[config.mk]
export PLATFORM = sky130hd
export DESIGN_NAME = uart_tx_injector_flat
export DESIGN_NICKNAME = d
export VERILOG_FILES = /design/src/rtl/uart_tx_injector_if.sv /design/src/rtl/uart_tx_injector.sv /design/src/flat_wrapper.sv
export SDC_FILE = /design/constraint.sdc
export NUM_CORES = 1
export LEC_CHECK = 0
export BUFFER_PORTS_ARGS = -buffer_cell sky130_fd_sc_hd__buf_2
export CAP_MARGIN = 25
export CORE_ASPECT_RATIO = 2
export CORE_MARGIN = 2
export CORE_UTILIZATION = 45
export CTS_CLUSTER_SIZE = 40
export DETAILED_ROUTE_END_ITERATION = 16
export SLEW_MARGIN = 5
export SYNTH_ARGS = -nofsm -noshare
export SYNTH_HDL_FRONTEND = slang
export SYNTH_SLANG_ARGS = --single-unit
[constraint.sdc]
create_clock -name clk -period 5.15 [get_ports clk]
set_input_delay 0.7725 -clock clk [delete_from_list [all_inputs] [get_ports clk]]
set_output_delay 0.7725 -clock clk [all_outputs]
set_load 0.1 [all_outputs]
[src/rtl/uart_tx_injector_if.sv]
// uart_tx_injector_if: push/transmit bundle for the buffered UART transmitter.
interface uart_tx_injector_if #(
    parameter int G_DATA_WIDTH        = 8,
    parameter int G_BUFFER_ADDR_WIDTH = 4
) ();
    logic                           i_wr_en;
    logic [G_DATA_WIDTH-1:0]        i_wr_data;
    logic                           i_enable;
    logic                           o_tx;
    logic                           o_busy;
    logic                           o_tx_done;
    logic                           o_full;
    logic                           o_empty;
    logic [G_BUFFER_ADDR_WIDTH:0]   o_level;
    logic                           o_overflow;

    modport master (
        output i_wr_en, i_wr_data, i_enable,
        input  o_tx, o_busy, o_tx_done, o_full, o_empty, o_level, o_overflow
    );

    modport slave (
        input  i_wr_en, i_wr_data, i_enable,
        output o_tx, o_busy, o_tx_done, o_full, o_empty, o_level, o_overflow
    );
endinterface

[src/rtl/uart_tx_injector.sv]
// uart_tx_injector: FIFO-buffered UART serializer emitting back-to-back frames while enabled.
module uart_tx_injector #(
    parameter int G_DATA_WIDTH        = 8,
    parameter int G_BUFFER_ADDR_WIDTH = 4,
    parameter int G_CLOCK_FREQ        = 20000000,
    parameter int G_BAUDRATE          = 115200,
    parameter int G_STOP_BIT_NUMBER   = 1,
    parameter int G_PARITY            = 0,
    parameter int G_POLARITY          = 1,
    parameter int G_FIRST_BIT         = 0
) (
    input logic clk,
    input logic rst,
    uart_tx_injector_if.slave bus
);
    localparam int C_BIT_CYCLES = G_CLOCK_FREQ / G_BAUDRATE;
    localparam int DEPTH = 2 ** G_BUFFER_ADDR_WIDTH;
    localparam int AW = G_BUFFER_ADDR_WIDTH;
    localparam int W = G_DATA_WIDTH;
    localparam int CW = $clog2(C_BIT_CYCLES);
    localparam int BW = W > 1 ? $clog2(W) : 1;
    localparam logic POL = (G_POLARITY != 0);

    typedef enum logic [2:0] {IDLE, START, DATA, PARITY, STOP} state_t;

    state_t state;
    logic [W-1:0] mem [DEPTH];
    logic [AW-1:0] wr_ptr, rd_ptr;
    logic [AW:0] level;
    logic [CW-1:0] cnt;
    logic [BW-1:0] bit_idx;
    logic stop_idx;
    logic [W-1:0] sh, head;
    logic par, tx, done, overflow;
    logic full, empty, bit_end, stop_end, push, pop, cur, par_bit;

    always_comb begin
        full = level == (AW+1)'(DEPTH);
        empty = level == '0;
        bit_end = cnt == CW'(C_BIT_CYCLES - 1);
        stop_end = bit_end && stop_idx == 1'(G_STOP_BIT_NUMBER - 1);
        push = bus.i_wr_en && !full;
        pop = bus.i_enable && !empty && (state == IDLE || (state == STOP && stop_end));
        head = mem[rd_ptr];
        cur = (G_FIRST_BIT != 0) ? sh[W-1] : sh[0];
        par_bit = (G_PARITY == 2) ? ~par : par;
    end

    always_ff @(posedge clk)
        if (push) mem[wr_ptr] <= bus.i_wr_data;

    // tx is registered one state ahead so each bit appears the cycle its state begins
    always_ff @(posedge clk) begin
        if (rst) begin
            state <= IDLE;
            wr_ptr <= '0;
            rd_ptr <= '0;
            level <= '0;
            overflow <= 1'b0;
            cnt <= '0;
            bit_idx <= '0;
            stop_idx <= 1'b0;
            sh <= '0;
            par <= 1'b0;
            tx <= POL;
            done <= 1'b0;
        end else begin
            if (push) wr_ptr <= wr_ptr + 1'b1;
            if (pop) rd_ptr <= rd_ptr + 1'b1;
            level <= level + (AW+1)'(push) - (AW+1)'(pop);
            if (bus.i_wr_en && full) overflow <= 1'b1;
            done <= 1'b0;
            cnt <= bit_end ? '0 : cnt + 1'b1;
            case (state)
                IDLE: cnt <= '0;
                START: if (bit_end) begin
                    state <= DATA;
                    bit_idx <= '0;
                    tx <= cur ~^ POL;
                    sh <= (G_FIRST_BIT != 0) ? sh << 1 : sh >> 1;
                end
                DATA: if (bit_end) begin
                    if (bit_idx == BW'(W - 1)) begin
                        state <= (G_PARITY != 0) ? PARITY : STOP;
                        tx <= (G_PARITY != 0) ? par_bit ~^ POL : POL;
                        stop_idx <= 1'b0;
                    end else begin
                        bit_idx <= bit_idx + 1'b1;
                        tx <= cur ~^ POL;
                        sh <= (G_FIRST_BIT != 0) ? sh << 1 : sh >> 1;
                    end
                end
                PARITY: if (bit_end) begin
                    state <= STOP;
                    tx <= POL;
                    stop_idx <= 1'b0;
                end
                STOP: if (bit_end) begin
                    stop_idx <= stop_idx + 1'b1;
                    if (stop_end) begin
                        done <= 1'b1;
                        state <= IDLE;
                        tx <= POL;
                    end
                end
                default: state <= IDLE;
            endcase
            if (pop) begin
                state <= START;
                sh <= head;
                par <= ^head;
                tx <= ~POL;
                cnt <= '0;
            end
        end
    end

    assign bus.o_tx = tx;
    assign bus.o_busy = state != IDLE;
    assign bus.o_tx_done = done;
    assign bus.o_full = full;
    assign bus.o_empty = empty;
    assign bus.o_level = level;
    assign bus.o_overflow = overflow;
endmodule

[src/flat_wrapper.sv]
// flat-port wrapper written by rule: the top's interface ports become plain ports
module uart_tx_injector_flat 
#(
    parameter int G_DATA_WIDTH        = 8,
    parameter int G_BUFFER_ADDR_WIDTH = 4,
    parameter int G_CLOCK_FREQ        = 20000000,
    parameter int G_BAUDRATE          = 115200,
    parameter int G_STOP_BIT_NUMBER   = 1,
    parameter int G_PARITY            = 0,
    parameter int G_POLARITY          = 1,
    parameter int G_FIRST_BIT         = 0
)
  (clk, rst, bus_i_wr_en, bus_i_wr_data, bus_i_enable, bus_o_tx, bus_o_busy, bus_o_tx_done, bus_o_full, bus_o_empty, bus_o_level, bus_o_overflow);
  uart_tx_injector_if #(.G_DATA_WIDTH(G_DATA_WIDTH), .G_BUFFER_ADDR_WIDTH(G_BUFFER_ADDR_WIDTH)) bus_i ();
  input logic clk;
  input logic rst;
  input wire logic [$bits(bus_i.i_wr_en)-1:0] bus_i_wr_en;
  input wire logic [$bits(bus_i.i_wr_data)-1:0] bus_i_wr_data;
  input wire logic [$bits(bus_i.i_enable)-1:0] bus_i_enable;
  output wire logic [$bits(bus_i.o_tx)-1:0] bus_o_tx;
  output wire logic [$bits(bus_i.o_busy)-1:0] bus_o_busy;
  output wire logic [$bits(bus_i.o_tx_done)-1:0] bus_o_tx_done;
  output wire logic [$bits(bus_i.o_full)-1:0] bus_o_full;
  output wire logic [$bits(bus_i.o_empty)-1:0] bus_o_empty;
  output wire logic [$bits(bus_i.o_level)-1:0] bus_o_level;
  output wire logic [$bits(bus_i.o_overflow)-1:0] bus_o_overflow;
  assign bus_i.i_wr_en = bus_i_wr_en;
  assign bus_i.i_wr_data = bus_i_wr_data;
  assign bus_i.i_enable = bus_i_enable;
  assign bus_o_tx = bus_i.o_tx;
  assign bus_o_busy = bus_i.o_busy;
  assign bus_o_tx_done = bus_i.o_tx_done;
  assign bus_o_full = bus_i.o_full;
  assign bus_o_empty = bus_i.o_empty;
  assign bus_o_level = bus_i.o_level;
  assign bus_o_overflow = bus_i.o_overflow;
  uart_tx_injector #(.G_DATA_WIDTH(G_DATA_WIDTH), .G_BUFFER_ADDR_WIDTH(G_BUFFER_ADDR_WIDTH), .G_CLOCK_FREQ(G_CLOCK_FREQ), .G_BAUDRATE(G_BAUDRATE), .G_STOP_BIT_NUMBER(G_STOP_BIT_NUMBER), .G_PARITY(G_PARITY), .G_POLARITY(G_POLARITY), .G_FIRST_BIT(G_FIRST_BIT)) u_core (.clk(clk), .rst(rst), .bus(bus_i));
endmodule
## Word-level counts from Yosys, hierarchy flattened

Memory sizes are Yosys's and may differ from the RTL's. A register that Yosys moved wholly into a read port is not among the register bits.
Index checks and enable logic that the tools add are counted.

| storage, ports and cells | value |
|---|---|
| memory bits (writable) | 128 |
| output and inout port bits | 11 |
| memories kept | 1 |
| memory bits (read-only) | 0 |
| register bits after elaboration | 39 |
| latch bits | 0 |

Memory list:

| memory | depth | bits a word | read ports | clocked after Yosys merged registers in | wr ports | RTL line | text |
|---|---|---|---|---|---|---|---|
| u_core.mem | 16 | 8 | 1 | 1 | 1 | uart_tx_injector.sv:27 | `logic [W-1:0] mem [DEPTH];` |

| cells by class | value |
|---|---|
| order comparisons | 0 |
| eq/ne operators | 22 |
| shift operators | 0 |
| divide/modulo/power cells | 0 |
| $add $sub $neg | 7 |
| $mul | 0 |
| reduce and logical (&&, ||, !) cells | 25 |
| multiplexer cells | 35 |
| bitwise logic cells | 4 |

Operators by type and width:

| kind | count |
|---|---|
| $mux W8 | 4 |
| $mux W3 | 9 |
| $ne A3 B1 Y1 const B | 6 |
| $pmux W8 S2 | 1 |
| $mux W1 | 15 |
| $pmux W3 S5 | 1 |
| $ne A2 B1 Y1 const B | 7 |
| $reduce_and A7 Y1 | 2 |
| $reduce_bool A3 Y1 | 3 |
| $add A4 B1 Y4 const B | 2 |
| $add A8 B1 Y8 const B | 1 |
| $eq A8 B8 Y1 const B | 1 |
| $mux W4 | 2 |
| $reduce_and A4 Y1 | 2 |
| $eq A3 B2 Y1 const B | 2 |
| $eq A3 B3 Y1 const B | 2 |
| $logic_and A1 B1 Y1 | 6 |
| $pmux W3 S2 | 1 |
| $reduce_and A6 Y1 | 1 |
| $add A5 B1 Y5 | 1 |
| $eq A5 B5 Y1 const B | 1 |
| $logic_not A5 Y1 | 1 |
| $reduce_and A5 Y1 | 1 |
| $reduce_bool A5 Y1 | 1 |
| 16 further kinds | 20 |

## Logic depth before layout (Yosys ltp)

Gate-level depths: netlist of run 1.

| logic depth | value |
|---|---|
| word-level depth | 7 |
| gate-level depth with buffers | 14 |

## Worst setup path after synthesis of run 1

No wires, ideal clock.

| path | value |
|---|---|
| path type | flip-flop to flip-flop |
| start | reg u_core.level[3] (netlist: u_core.bus.o_level[3]) |
| end | reg u_core.level[4] (netlist: u_core.bus.o_level[4]) |
| stages on the path, launching flop included | 15 |
| arrival time | 6.364 ns |
| required time | 5.080 ns |
| period minus slack after synthesis | 6.434 ns |
| setup time | 0.070 ns |
| path buffers | 0 |
| setup slack | -1.284 ns |
| cells stage by stage | dfxtp_1 > inv_1 > ha_1 > nor4b_1 > and3b_1 > nand2_1 > clkinv_1 > ha_1 > inv_1 > ha_1 > fa_1 > a21oi_1 > nor2_1 > or3_1 > a21oi_1 |

| on the way | value |
|---|---|
| cells in the longest elaborated chain, start to end | 5 |
| elaborated cells between the ends (all ways) | 9 |
| those cells by class | 2 x add/sub; 1 x eq/ne; 6 x reduce/logical |

Ends and longest elaborated chain:

| element | RTL line | text |
|---|---|---|
| from (decl) | uart_tx_injector.sv:29 | `logic [AW:0] level;` |
| from (signal assigned) | uart_tx_injector.sv:70 | `level <= level + (AW+1)'(push) - (AW+1)'(pop);` |
| $logic_not A5 Y1 | uart_tx_injector.sv:39 | `empty = level == '0;` |
| via bus_o_empty | flat_wrapper.sv:24 | `output wire logic [$bits(bus_i.o_empty)-1:0] bus_o_empty;` |
| $logic_not A1 Y1 | uart_tx_injector.sv:43 | `pop = bus.i_enable && !empty && (state == IDLE \|\| (state == STOP && stop_end));` |
| $logic_and A1 B1 Y1 (2 in series) | uart_tx_injector.sv:43 |  |
| via u_core.pop | uart_tx_injector.sv:35 | `logic full, empty, bit_end, stop_end, push, pop, cur, par_bit;` |
| $sub A5 B1 Y5 | uart_tx_injector.sv:70 |  |

The timed path passes the listed nets, and every way through them passes these cells.
A chain may end at the register's enable or synchronous reset.

## Final worst setup path of run 1

| path | value |
|---|---|
| start | reg u_core.level[3] (netlist: u_core.bus.o_level[3]) |
| end | reg u_core.level[4] (netlist: u_core.bus.o_level[4]) |

| on the way | value |
|---|---|
| cells in the longest elaborated chain, start to end | 5 |
| elaborated cells between the ends (all ways) | 9 |
| those cells by class | 2 x add/sub; 1 x eq/ne; 6 x reduce/logical |

Ends and longest elaborated chain:

| element | RTL line |
|---|---|
| $logic_not A5 Y1 | uart_tx_injector.sv:39 |
| $logic_not A1 Y1 | uart_tx_injector.sv:43 |
| $logic_and A1 B1 Y1 (2 in series) | uart_tx_injector.sv:43 |
| via u_core.pop | uart_tx_injector.sv:35 |
| $sub A5 B1 Y5 | uart_tx_injector.sv:70 |

The timed path passes the listed nets, and every way through them passes these cells.

==> results of run 1 <==
[metal layers]
| layer | global-route usage | share of wire | vias to the layer above |
|---|---|---|---|
| li1 | - | - | 1900 |
| met1 | 0.188 | 0.38 | 2026 |
| met2 | 0.346 | 0.58 | 52 |
| met3 | 0.0334 | 0.022 | 19 |
| met4 | 0.0771 | 0.017 | 0 |
| met5 | 0 | 0 | - |
[cell type report]
cell class,instances,area (um2),share of cell area
Clock buffer,17,425,0.0525
Clock inverter,15,196,0.0242
Sequential cell,171,4710,0.580
Timing Repair Buffer,29,190,0.0235
Multi-Input combinational cell,266,2280,0.281
Tap cell,201,251,0.0310
Inverter,15,56.3,0.00694
[state kept, by name, indices dropped and copies added (netlist names), named ones only]
name / count
u_core.bus.o_tx: 1
u_core.cnt: 8
u_core.bus.o_overflow: 1
u_core.sh: 8
u_core.wr_ptr: 4
u_core.bit_idx: 3
u_core.stop_idx: 1
u_core.mem: 128
u_core.bus.o_tx_done: 1
u_core.state: 3
u_core.rd_ptr: 4
u_core.bus.o_level: 5
[placed cells by master, fill, tap and decap left out, types with 7 or more instances in the layout]
cell type,instances
sky130_fd_sc_hd__xor2_1,7
sky130_fd_sc_hd__o22ai_1,8
sky130_fd_sc_hd__dfxtp_1,42
sky130_fd_sc_hd__mux2i_1,16
sky130_fd_sc_hd__edfxtp_1,128
sky130_fd_sc_hd__a21oi_1,14
sky130_fd_sc_hd__a211oi_1,14
sky130_fd_sc_hd__o221ai_1,21
sky130_fd_sc_hd__mux4_2,18
sky130_fd_sc_hd__inv_1,14
sky130_fd_sc_hd__nor2_1,35
sky130_fd_sc_hd__buf_2,22
sky130_fd_sc_hd__o21ai_0,13
sky130_fd_sc_hd__nand2_1,12
sky130_fd_sc_hd__ha_1,15
sky130_fd_sc_hd__mux2_2,29
sky130_fd_sc_hd__clkbuf_16,17
[how the worst max path moves through the flow]
| stage | from | to | slack (ps) | depth (start not counted) |
|---|---|---|---|---|
| 3_3_place_gp | bus_i_enable | u_core.bus.o_level[4] | 1450 | 12 |
| 2_1_floorplan | u_core.bus.o_level[3] | u_core.bus.o_level[4] | 220 | 14 |
| 4_1_cts | u_core.bus.o_level[3] | u_core.bus.o_level[4] | 1330 | 14 |
| 6_report | u_core.bus.o_level[3] | u_core.bus.o_level[4] | 1350 | 14 |
| 5_1_grt | u_core.bus.o_level[3] | u_core.bus.o_level[4] | 970 | 14 |
| 3_5_place_dp | bus_i_enable | u_core.bus.o_level[4] | 1360 | 12 |
[tightest hold or removal path, stage by stage (launching register included)]
cell and delay [ps]:
sky130_fd_sc_hd__dfxtp_1 320, sky130_fd_sc_hd__a21oi_1 40, sky130_fd_sc_hd__nor2_1 70
[report_power, final]
part	internal [mW]	leakage, nW	total, mW	switching, mW
logic	0.346	0.854	0.883	0.537
clock network	0.812	0.299	1.34	0.529
registers	1.57	1.51	1.67	0.103
[kinds of logic after synthesis]
| group | after synthesis |
|---|---|
| multiplexers | 63 |
| adder cells (fa/ha/maj) | 16 |
| flip-flops | 171 |
| buffers and inverters | 42 |
| XOR/XNOR | 12 |
| AO/OA/AOI/OAI | 82 |
| AND/OR/NAND/NOR | 93 |
[metrics by stage]
step	cell area, um2	setup WS [ps]	utilization
finish	8110	1350	0.517
detailed placement	7440	1360	0.474
global route	8110	973	0.517
global placement	7440	1450	0.474
CTS	8070	1330	0.514
floorplan	7170	220	-
==> flow_summary.json, run 1 <==
{
  "drc": 0,
  "grt_pass1_vias": 4167,
  "achievable-frequency_mhz": 263,
  "timing_worst_slew_pin_value_ps": 1020,
  "grt_first_pass_wirelength_um": 22500,
  "timing.critical_path.to_type": "flip-flop",
  "critical_path.max_fanout": 20,
  "crit_chain": "inv_1 > ha_1 > nor4b_2 > and3b_1 > nand2_1 > clkinv_1 > ha_1 > inv_1 > ha_1 > fa_1 > a21oi_1 > nor2_1 > or3_1 > a21oi_1",
  "cts-root-to-sink-buffers": 2,
  "global_route.overflow_total": 0,
  "finalPower_mw": 3.90,
  "post_synthesis_mux_area_share": 0.125,
  "design.final.nets": 528,
  "synth-simple-area-share": 0.0692,
  "cpLargestDelayFamily": "simple AND/OR/NAND/NOR gates",
  "cp_slowest_stage_delay_ps": 480,
  "clk-insertion-delay-late_ps": 420,
  "drive_above_1_share": 0.218,
  "skew_ps": 7.98,
  "hold_path_end": "u_core.bus.o_overflow",
  "ys_seq_area_frac": 0.657,
  "antenna_found_initial": 0,
  "count_of_flip_flops_with_a_built_in_enable_after_synthesis": 128,
  "synth_to_layout_area_growth_pct": 13.2,
  "detailedRoute.firstPassIterationCount": 4,
  "start_util": 0.456,
  "critPathMostFrequentCell": "sky130_fd_sc_hd__ha_1",
  "timing.critical_path.from_type": "flip-flop",
  "cts_htree_levels": 4,
  "final_cells": 714,
  "synth_common_cells": "sky130_fd_sc_hd__edfxtp_1 (128), sky130_fd_sc_hd__dfxtp_1 (43), sky130_fd_sc_hd__nor2_1 (35), sky130_fd_sc_hd__mux2_2 (29), sky130_fd_sc_hd__o221ai_1 (21)",
  "routedWlPerCell_um": 20.3,
  "synthTopCellsByArea": "sky130_fd_sc_hd__edfxtp_1 (54%), sky130_fd_sc_hd__dfxtp_1 (12%), sky130_fd_sc_hd__mux4_2 (5.7%), sky130_fd_sc_hd__mux2_2 (4.6%), sky130_fd_sc_hd__ha_1 (2.6%)",
  "grt_setup_unrepaired": "no",
  "syn_std_cell_area_mm2": 0.00716,
  "avgSynthCellArea_um2": 14.9,
  "route.antenna.remaining_nets": 0,
  "power_density_of_the_placed_cells_mw_per_mm2": 481,
  "cellLeakagePower_nw": 2.66,
  "floorplan.die.height_um": 182,
  "synth_warnings": 0,
  "all_layer_global_routing_usage": 0.181,
  "synth_most_common_cell": "sky130_fd_sc_hd__edfxtp_1",
  "detailedRoute.firstIterationViolations": 293,
  "criticalPathCategory": "flip-flop to flip-flop",
  "worst_ep_required_time_ps": 5500,
  "min_from": "u_core.bus.o_overflow",
  "synth.net_count": 507,
  "power.ir.vdd_worst_v": 0.000237,
  "cp.buffers_inverters": 3,
  "synth-xor-area-share": 0.0147,
  "report.final.slew_viol_count": 0,
  "hold_class": "flip-flop to flip-flop",
  "tritoncts": "built",
  "postCtsSetupBuffers": 0,
  "place.port_buffers": 22,
  "die_area_mm2": 0.0170,
  "dominant_combinational_cell_family_by_area_after_synthesis": "multiplexers",
  "netlist-cell-type-count": 49,
  "synth_async_sr_flop_share": 0,
  "synth_top_cell_by_area": "sky130_fd_sc_hd__edfxtp_1",
  "setup.reg_to_reg.worst_slack_ps": 1350,
  "placementRows": 65,
  "maxCapViolations": 0,
  "numClockSinks": 171,
  "tns_ps": 0,
  "status": "complete, no violations",
  "yosys_register_bits": 171,
  "critical_path.reg2reg.endpoint": "u_core.bus.o_level[4]",
  "crit_slowest_cell": "sky130_fd_sc_hd__nand2_1",
  "yosys_most_used_dff": "sky130_fd_sc_hd__edfxtp_1",
  "r2r.worst_path.cells": 14,
  "io-pin-count": 23,
  "finalSetupViolations": 0,
  "place.gp.congestion": 0.842,
  "crit_arrival_ps": 4150,
  "synth-compound-area-share": 0.0795,
  "cts_made_buffers": 17,
  "post-dp-hpwl_um": 9920,
  "num_antenna_cells": 0,
  "pin_count_of_the_biggest_net_entering_global_routing": 34,
  "clk_pin_slew_ps": 60,
  "fillerInstances": 1315,
  "finalWorstPathRequiredPeriod_ps": 3800,
  "via_per_instance_ratio": 5.60,
  "root_buffer": "sky130_fd_sc_hd__clkbuf_16",
  "post_cts_resize_count": 0,
  "fin_crit_sh": 0.739,
  "routed_wl_um": 14500,
  "finalHoldWorstSlack_ps": 473,
  "timing.hold.worst_path_depth": 2,
  "timing_hold_violations_final": 0,
  "vias": 3997,
  "syn_inst": 479,
  "horizontal_die_dimension_um": 93.2,
  "synth_adder_area_share": 0.0290,
  "post_cts_hold_buffer_count": 0,
  "placed_cells": 680,
  "synth_top_cell_area_share": 0.537,
  "maxSlewHeadroom": 0.316,
  "coreArea_mm2": 0.0157,
  "worst_r2r_startpoint": "u_core.bus.o_level[3]"
}
Power figures use the tool's default switching activity.
==> run 2, diff against run 1 <==
==> constraint.sdc (replaced) <==
create_clock -name clk -period 3.35 [get_ports clk]
set_input_delay 0.5025 -clock clk [delete_from_list [all_inputs] [get_ports clk]]
set_output_delay 0.5025 -clock clk [all_outputs]
set_load 0.1 [all_outputs]
==> run 2 against run 1 <==
- non-clock buffer count up 14
- first-iteration DRC count down 12%
- total power up 51%
- routed wire length down 1.8%
- setup slack worse by 800 ps
- critical path type unchanged
- critical endpoint unchanged
- largest cell class unchanged
- highest routed layer unchanged
==> flow_summary.json, run 2 (synthesis gave the netlist of run 1 again) <==
{
  "place.port_buffers": 22,
  "critPathMostFrequentCell": "sky130_fd_sc_hd__ha_4",
  "min_from": "bus_i_wr_en",
  "worst_ep_required_time_ps": 3700,
  "routedWlPerCell_um": 19.6,
  "global_route.overflow_total": 0,
  "clk_pin_slew_ps": 70,
  "hold_path_end": "u_core.bus.o_overflow",
  "largest_register": "u_core.mem",
  "final_cells": 727,
  "fin_crit_sh": 0.838,
  "largest_register_ffs": 128,
  "io-pin-count": 23,
  "via_per_instance_ratio": 5.64,
  "num_antenna_cells": 0,
  "crit_arrival_ps": 3150,
  "power.ir.vdd_worst_v": 0.000416,
  "cts-root-to-sink-buffers": 2,
  "cpLargestDelayFamily": "adder cells",
  "r2r.worst_path.cells": 14,
  "post_cts_resize_count": 0,
  "pin_count_of_the_biggest_net_entering_global_routing": 47,
  "cts_made_buffers": 17,
  "place.gp.congestion": 0.785,
  "antenna_found_initial": 0,
  "vias": 4102,
  "maxSlewHeadroom": 0.345,
  "floorplan.die.height_um": 182,
  "achievable-frequency_mhz": 356,
  "hold_class": "input pin to flip-flop",
  "drive_above_1_share": 0.264,
  "crit_chain": "inv_4 > ha_4 > nor4b_4 > and3b_1 > nand2_1 > clkinv_2 > ha_4 > inv_2 > ha_4 > fa_2 > a21oi_2 > nor2_1 > or3_1 > a21oi_1",
  "status": "complete, no violations",
  "critical_path.max_fanout": 9,
  "reg.largest.list": "u_core.mem: 128 flops, u_core.cnt: 8 flops, u_core.sh: 8 flops",
  "post-dp-hpwl_um": 9960,
  "timing_hold_violations_final": 0,
  "timing.critical_path.to_type": "flip-flop",
  "route.antenna.remaining_nets": 0,
  "fillerInstances": 1310,
  "timing_worst_slew_pin_value_ps": 982,
  "grt_setup_unrepaired": "no",
  "crit_slowest_cell": "sky130_fd_sc_hd__fa_2",
  "tritoncts": "built",
  "placementRows": 65,
  "all_layer_global_routing_usage": 0.178,
  "maxCapViolations": 0,
  "routed_wl_um": 14200,
  "layout_commonest_cell": "sky130_fd_sc_hd__edfxtp_1",
  "detailedRoute.firstPassIterationCount": 5,
  "root_buffer": "sky130_fd_sc_hd__clkbuf_16",
  "post-route-worst-setup-slack_ps": 543,
  "cellLeakagePower_nw": 2.71,
  "numClockSinks": 171,
  "worst_r2r_startpoint": "u_core.bus.o_level[3]",
  "design.final.nets": 542,
  "cp.buffers_inverters": 3,
  "clk-insertion-delay-late_ps": 430,
  "report.final.slew_viol_count": 0,
  "placed_cells": 695,
  "finalWorstPathRequiredPeriod_ps": 2810,
  "grt_first_pass_wirelength_um": 22300,
  "layout_common_cells": "sky130_fd_sc_hd__edfxtp_1 (128), sky130_fd_sc_hd__dfxtp_1 (37), sky130_fd_sc_hd__nor2_1 (35), sky130_fd_sc_hd__mux2_2 (29), sky130_fd_sc_hd__buf_2 (22)",
  "cts_htree_levels": 4,
  "cp_slowest_stage_delay_ps": 370,
  "grt_pass1_vias": 4180,
  "post_cts_hold_buffer_count": 0,
  "timing.hold.worst_path_depth": 3,
  "criticalPathCategory": "flip-flop to flip-flop",
  "power_density_of_the_placed_cells_mw_per_mm2": 716,
  "drc": 0,
  "postCtsSetupBuffers": 0,
  "setup.reg_to_reg.worst_slack_ps": 540,
  "synth_to_layout_area_growth_pct": 14.6,
  "coreArea_mm2": 0.0157,
  "timing.critical_path.from_type": "flip-flop",
  "critical_path.reg2reg.endpoint": "u_core.bus.o_level[4]",
  "dpl_worst_slack_ps": 538,
  "horizontal_die_dimension_um": 93.2,
  "finalHoldWorstSlack_ps": 314,
  "detailedRoute.firstIterationViolations": 258,
  "finalSetupViolations": 0,
  "die_area_mm2": 0.0170,
  "start_util": 0.456,
  "skew_ps": 10.3
}
-- run 2: layout make-up --
cell class | count | area [um2] | share of cell area
tap | 201 | 251 | 0.0306
sequential | 171 | 4720 | 0.575
multi-input combinational | 266 | 2340 | 0.285
clock inverter | 12 | 114 | 0.0139
clock buffer | 19 | 433 | 0.0527
timing repair buffer | 43 | 288 | 0.0351
inverter | 15 | 62.6 | 0.00762
-- run 2: worst max-delay path by stage --
stage	start	endpoint	cells after the start
3_5_place_dp	u_core.bus.o_level[3]	u_core.bus.o_level[4]	14
5_1_grt	u_core.bus.o_level[3]	u_core.bus.o_level[4]	14
3_3_place_gp	u_core.bus.o_level[3]	u_core.bus.o_level[4]	14
4_1_cts	u_core.bus.o_level[3]	u_core.bus.o_level[4]	14
6_report	u_core.bus.o_level[3]	u_core.bus.o_level[4]	14
2_1_floorplan	u_core.bus.o_level[3]	u_core.bus.o_level[4]	14
-- run 2: stage by stage --
stage | cell area [um2] | utilization | power [mW] | TNS [ps]
final | 8210 | 0.523 | 5.88 | 0
after global routing | 8210 | 0.523 | 6.16 | 0
after CTS | 8190 | 0.522 | 5.94 | 0
after detailed placement | 7650 | 0.487 | 4.12 | 0
after global placement | 7650 | 0.487 | 4.09 | 0
after floorplan | 7250 | - | 3.79 | -346
-- run 2: worst reg2reg max path, delay by kind of cell, from the launching register on --
| kind | cells | cell delay, ps |
|---|---|---|
| AOI/OAI and AO/OA | 2 | 250 |
| adders and majority gates | 4 | 960 |
| buffers and inverters | 3 | 270 |
| DFF | 1 | 360 |
| and+or+nand+nor | 5 | 900 |
-- run 2: power by group --
part | switching (mW) | internal (mW)
combinational | 0.926 | 0.602
clock | 0.799 | 1.03
sequential | 0.105 | 2.42
-- run 2: routing by layer --
metal	part of all wire	routed length, um	up-vias	track usage
li1	-	-	1935	-
met1	0.37	5300	2061	0.182
met2	0.57	8170	82	0.340
met3	0.028	395	24	0.0413
met4	0.026	371	0	0.0665
met5	0	0	-	0
==> run 3, diff against run 2 <==
==> constraint.sdc (replaced) <==
create_clock -name clk -period 2.8 [get_ports clk]
set_input_delay 0.42 -clock clk [delete_from_list [all_inputs] [get_ports clk]]
set_output_delay 0.42 -clock clk [all_outputs]
set_load 0.1 [all_outputs]
==> run 3 against run 2 <==
- sequential power up 21%
- fmax is 4.9% higher
- clock skew shrank 2.8 ps
- cell count rose by 0.83%
- first-iteration DRC count fell by 36%
- setup slack lost 420 ps
- sequential cell count unchanged
- sequential share of layout area fell by 0.60 points
- die area is the same
- critical path type unchanged
- critical endpoint unchanged
==> flow_summary.json, run 3 (synthesis gave the netlist of run 1 again) <==
{
  "status": "complete, no violations",
  "cp_slowest_stage_delay_ps": 380,
  "critical_path.max_fanout": 3,
  "finalWorstPathRequiredPeriod_ps": 2670,
  "timing_worst_slew_pin_value_ps": 898,
  "detailedRoute.firstIterationViolations": 166,
  "largest_register": "u_core.mem",
  "crit_slowest_cell": "sky130_fd_sc_hd__or3_1",
  "power.ir.vdd_worst_v": 0.000420,
  "skew_ps": 7.52,
  "final_cells": 733,
  "cellLeakagePower_nw": 2.77,
  "drc": 0,
  "place.port_buffers": 22,
  "grt_pass1_vias": 4258,
  "io-pin-count": 23,
  "detailedRoute.firstPassIterationCount": 4,
  "route.antenna.remaining_nets": 0,
  "switchingPower_mw": 2.20,
  "switching_share": 0.305,
  "routedWlPerCell_um": 19.4,
  "post-route-worst-setup-slack_ps": 125,
  "finalPower_mw": 7.21,
  "share_of_power_burned_in_combinational_logic": 0.255,
  "floorplan.die.height_um": 182,
  "largest_register_ffs": 128,
  "post-dp-hpwl_um": 10100,
  "achievable-frequency_mhz": 374,
  "synth_to_layout_area_growth_pct": 15.9,
  "drive_above_1_share": 0.274,
  "routed_wl_um": 14200,
  "grt_util_met1": 0.176,
  "met2_usage": 0.346,
  "crit_arrival_ps": 3020,
  "cts-root-to-sink-buffers": 2,
  "power_density_of_the_placed_cells_mw_per_mm2": 869,
  "hold_class": "input pin to flip-flop",
  "report.final.slew_viol_count": 0,
  "placed_cells": 700,
  "placementRows": 65,
  "fillerInstances": 1313,
  "crit_chain": "inv_4 > ha_4 > nor4b_4 > and3b_1 > nand2_2 > inv_4 > ha_4 > inv_2 > ha_4 > fa_2 > a21oi_2 > nor2_1 > or3_1 > a21oi_2",
  "critical_path.reg2reg.endpoint": "u_core.bus.o_level[4]",
  "place.gp.congestion": 0.791,
  "vias": 4082,
  "p_int_mw": 5.01,
  "placedInstanceArea_mm2": 0.00769,
  "worst_setup_path_startpoint": "u_core.bus.o_level[3]",
  "timing.critical_path.to_type": "flip-flop",
  "all_layer_global_routing_usage": 0.177,
  "pwr-share-seq": 0.423,
  "finalSetupViolations": 0,
  "dpl_worst_slack_ps": 87.5,
  "clk-insertion-delay-late_ps": 420,
  "root_buffer": "sky130_fd_sc_hd__clkbuf_16",
  "timing_hold_violations_final": 0,
  "grt_setup_unrepaired": "yes",
  "setup.reg_to_reg.worst_slack_ps": 130,
  "horizontal_die_dimension_um": 93.2,
  "criticalPathCategory": "flip-flop to flip-flop",
  "cts_made_buffers": 17,
  "r2r.worst_path.cells": 14,
  "antenna_found_initial": 0,
  "pin_count_of_the_biggest_net_entering_global_routing": 37,
  "cts_htree_levels": 4,
  "via_per_instance_ratio": 5.57,
  "design_area_mm2": 0.00830,
  "reg.largest.list": "u_core.mem: 128 flops, u_core.cnt: 8 flops, u_core.sh: 8 flops",
  "clk_pin_slew_ps": 70,
  "maxSlewHeadroom": 0.401,
  "worst_r2r_startpoint": "u_core.bus.o_level[3]",
  "start_util": 0.456,
  "maxCapViolations": 0,
  "global_route.overflow_total": 0,
  "fin_crit_sh": 0.955,
  "timing.critical_path.to": "u_core.bus.o_level[4]",
  "worst_ep_required_time_ps": 3140,
  "tritoncts": "built",
  "num_antenna_cells": 0,
  "critPathMostFrequentCell": "sky130_fd_sc_hd__ha_4",
  "layout_common_cells": "sky130_fd_sc_hd__edfxtp_1 (128), sky130_fd_sc_hd__dfxtp_1 (37), sky130_fd_sc_hd__nor2_1 (35), sky130_fd_sc_hd__mux2_2 (29), sky130_fd_sc_hd__buf_4 (25)",
  "grt_first_pass_wirelength_um": 22300,
  "design.final.nets": 547,
  "numClockSinks": 171,
  "power.clock.fraction": 0.322,
  "layout_commonest_cell": "sky130_fd_sc_hd__edfxtp_1",
  "tns_ps": 0,
  "grt_busiest_layer": "met2",
  "post_cts_hold_buffer_count": 0,
  "die_area_mm2": 0.0170,
  "grt_use_met3": 0.0351,
  "timing.critical_path.from_type": "flip-flop",
  "coreArea_mm2": 0.0157
}
-- run 3: final cells by class --
class | count | area (um2) | share of cell area
clock buffers | 25 | 549 | 0.0662
inverters | 15 | 63.8 | 0.00769
repair buffers | 48 | 318 | 0.0383
multi-input cells | 266 | 2350 | 0.283
well taps | 201 | 251 | 0.0303
flip-flops and latches | 171 | 4720 | 0.569
clock inverters | 7 | 48.8 | 0.00588
-- run 3: per-stage QoR --
step | utilization | hold slack, ps
floorplan | - | 441
global placement | 0.490 | 449
detailed placement | 0.490 | 479
CTS | 0.528 | 261
global route | 0.529 | 263
finish | 0.529 | 260
-- run 3: repair_timing --
action / 4_1_cts / 5_1_grt
endpoints found under the setup margin: 0 / 1
buffers inserted: 0 / 1
gates resized for setup: 0 / 3
-- run 3: critical path, delay by kind of cell, from the launching register on --
kind                       cells  cell delay [ps]
buffers and inverters          3              130
DFF                            1              360
adders and majority gates      4              890
AOI/OAI and AO/OA              2              260
and+or+nand+nor                5              960
-- run 3: routing by layer --
layer	wire length, um	up-vias
li1	-	1936
met1	5270	2057
met2	8400	68
met3	295	21
met4	263	0
met5	0	-
-- run 3: power by group through the flow --
stage | registers, mW | clock network, mW | logic [mW]
2_1_floorplan | 3.28 | 0 | 1.26
3_3_place_gp | 3.09 | 0 | 1.80
3_5_place_dp | 3.11 | 0 | 1.84
4_1_cts | 3.05 | 2.36 | 1.85
5_1_grt | 3.07 | 2.47 | 2.00
6_report | 3.05 | 2.32 | 1.84
-- run 3: worst min-delay path by stage --
stage	end	cells past startpoint	startpoint	slack, ps
3_5_place_dp	u_core.bit_idx[2]	2	u_core.bit_idx[2]	480
2_1_floorplan	u_core.cnt[0]	1	u_core.cnt[0]	440
4_1_cts	u_core.bus.o_overflow	3	bus_i_wr_en	260
5_1_grt	u_core.bus.o_overflow	3	bus_i_wr_en	260
6_report	u_core.bus.o_overflow	3	bus_i_wr_en	260
3_3_place_gp	u_core.bus.o_overflow	2	u_core.bus.o_overflow	450
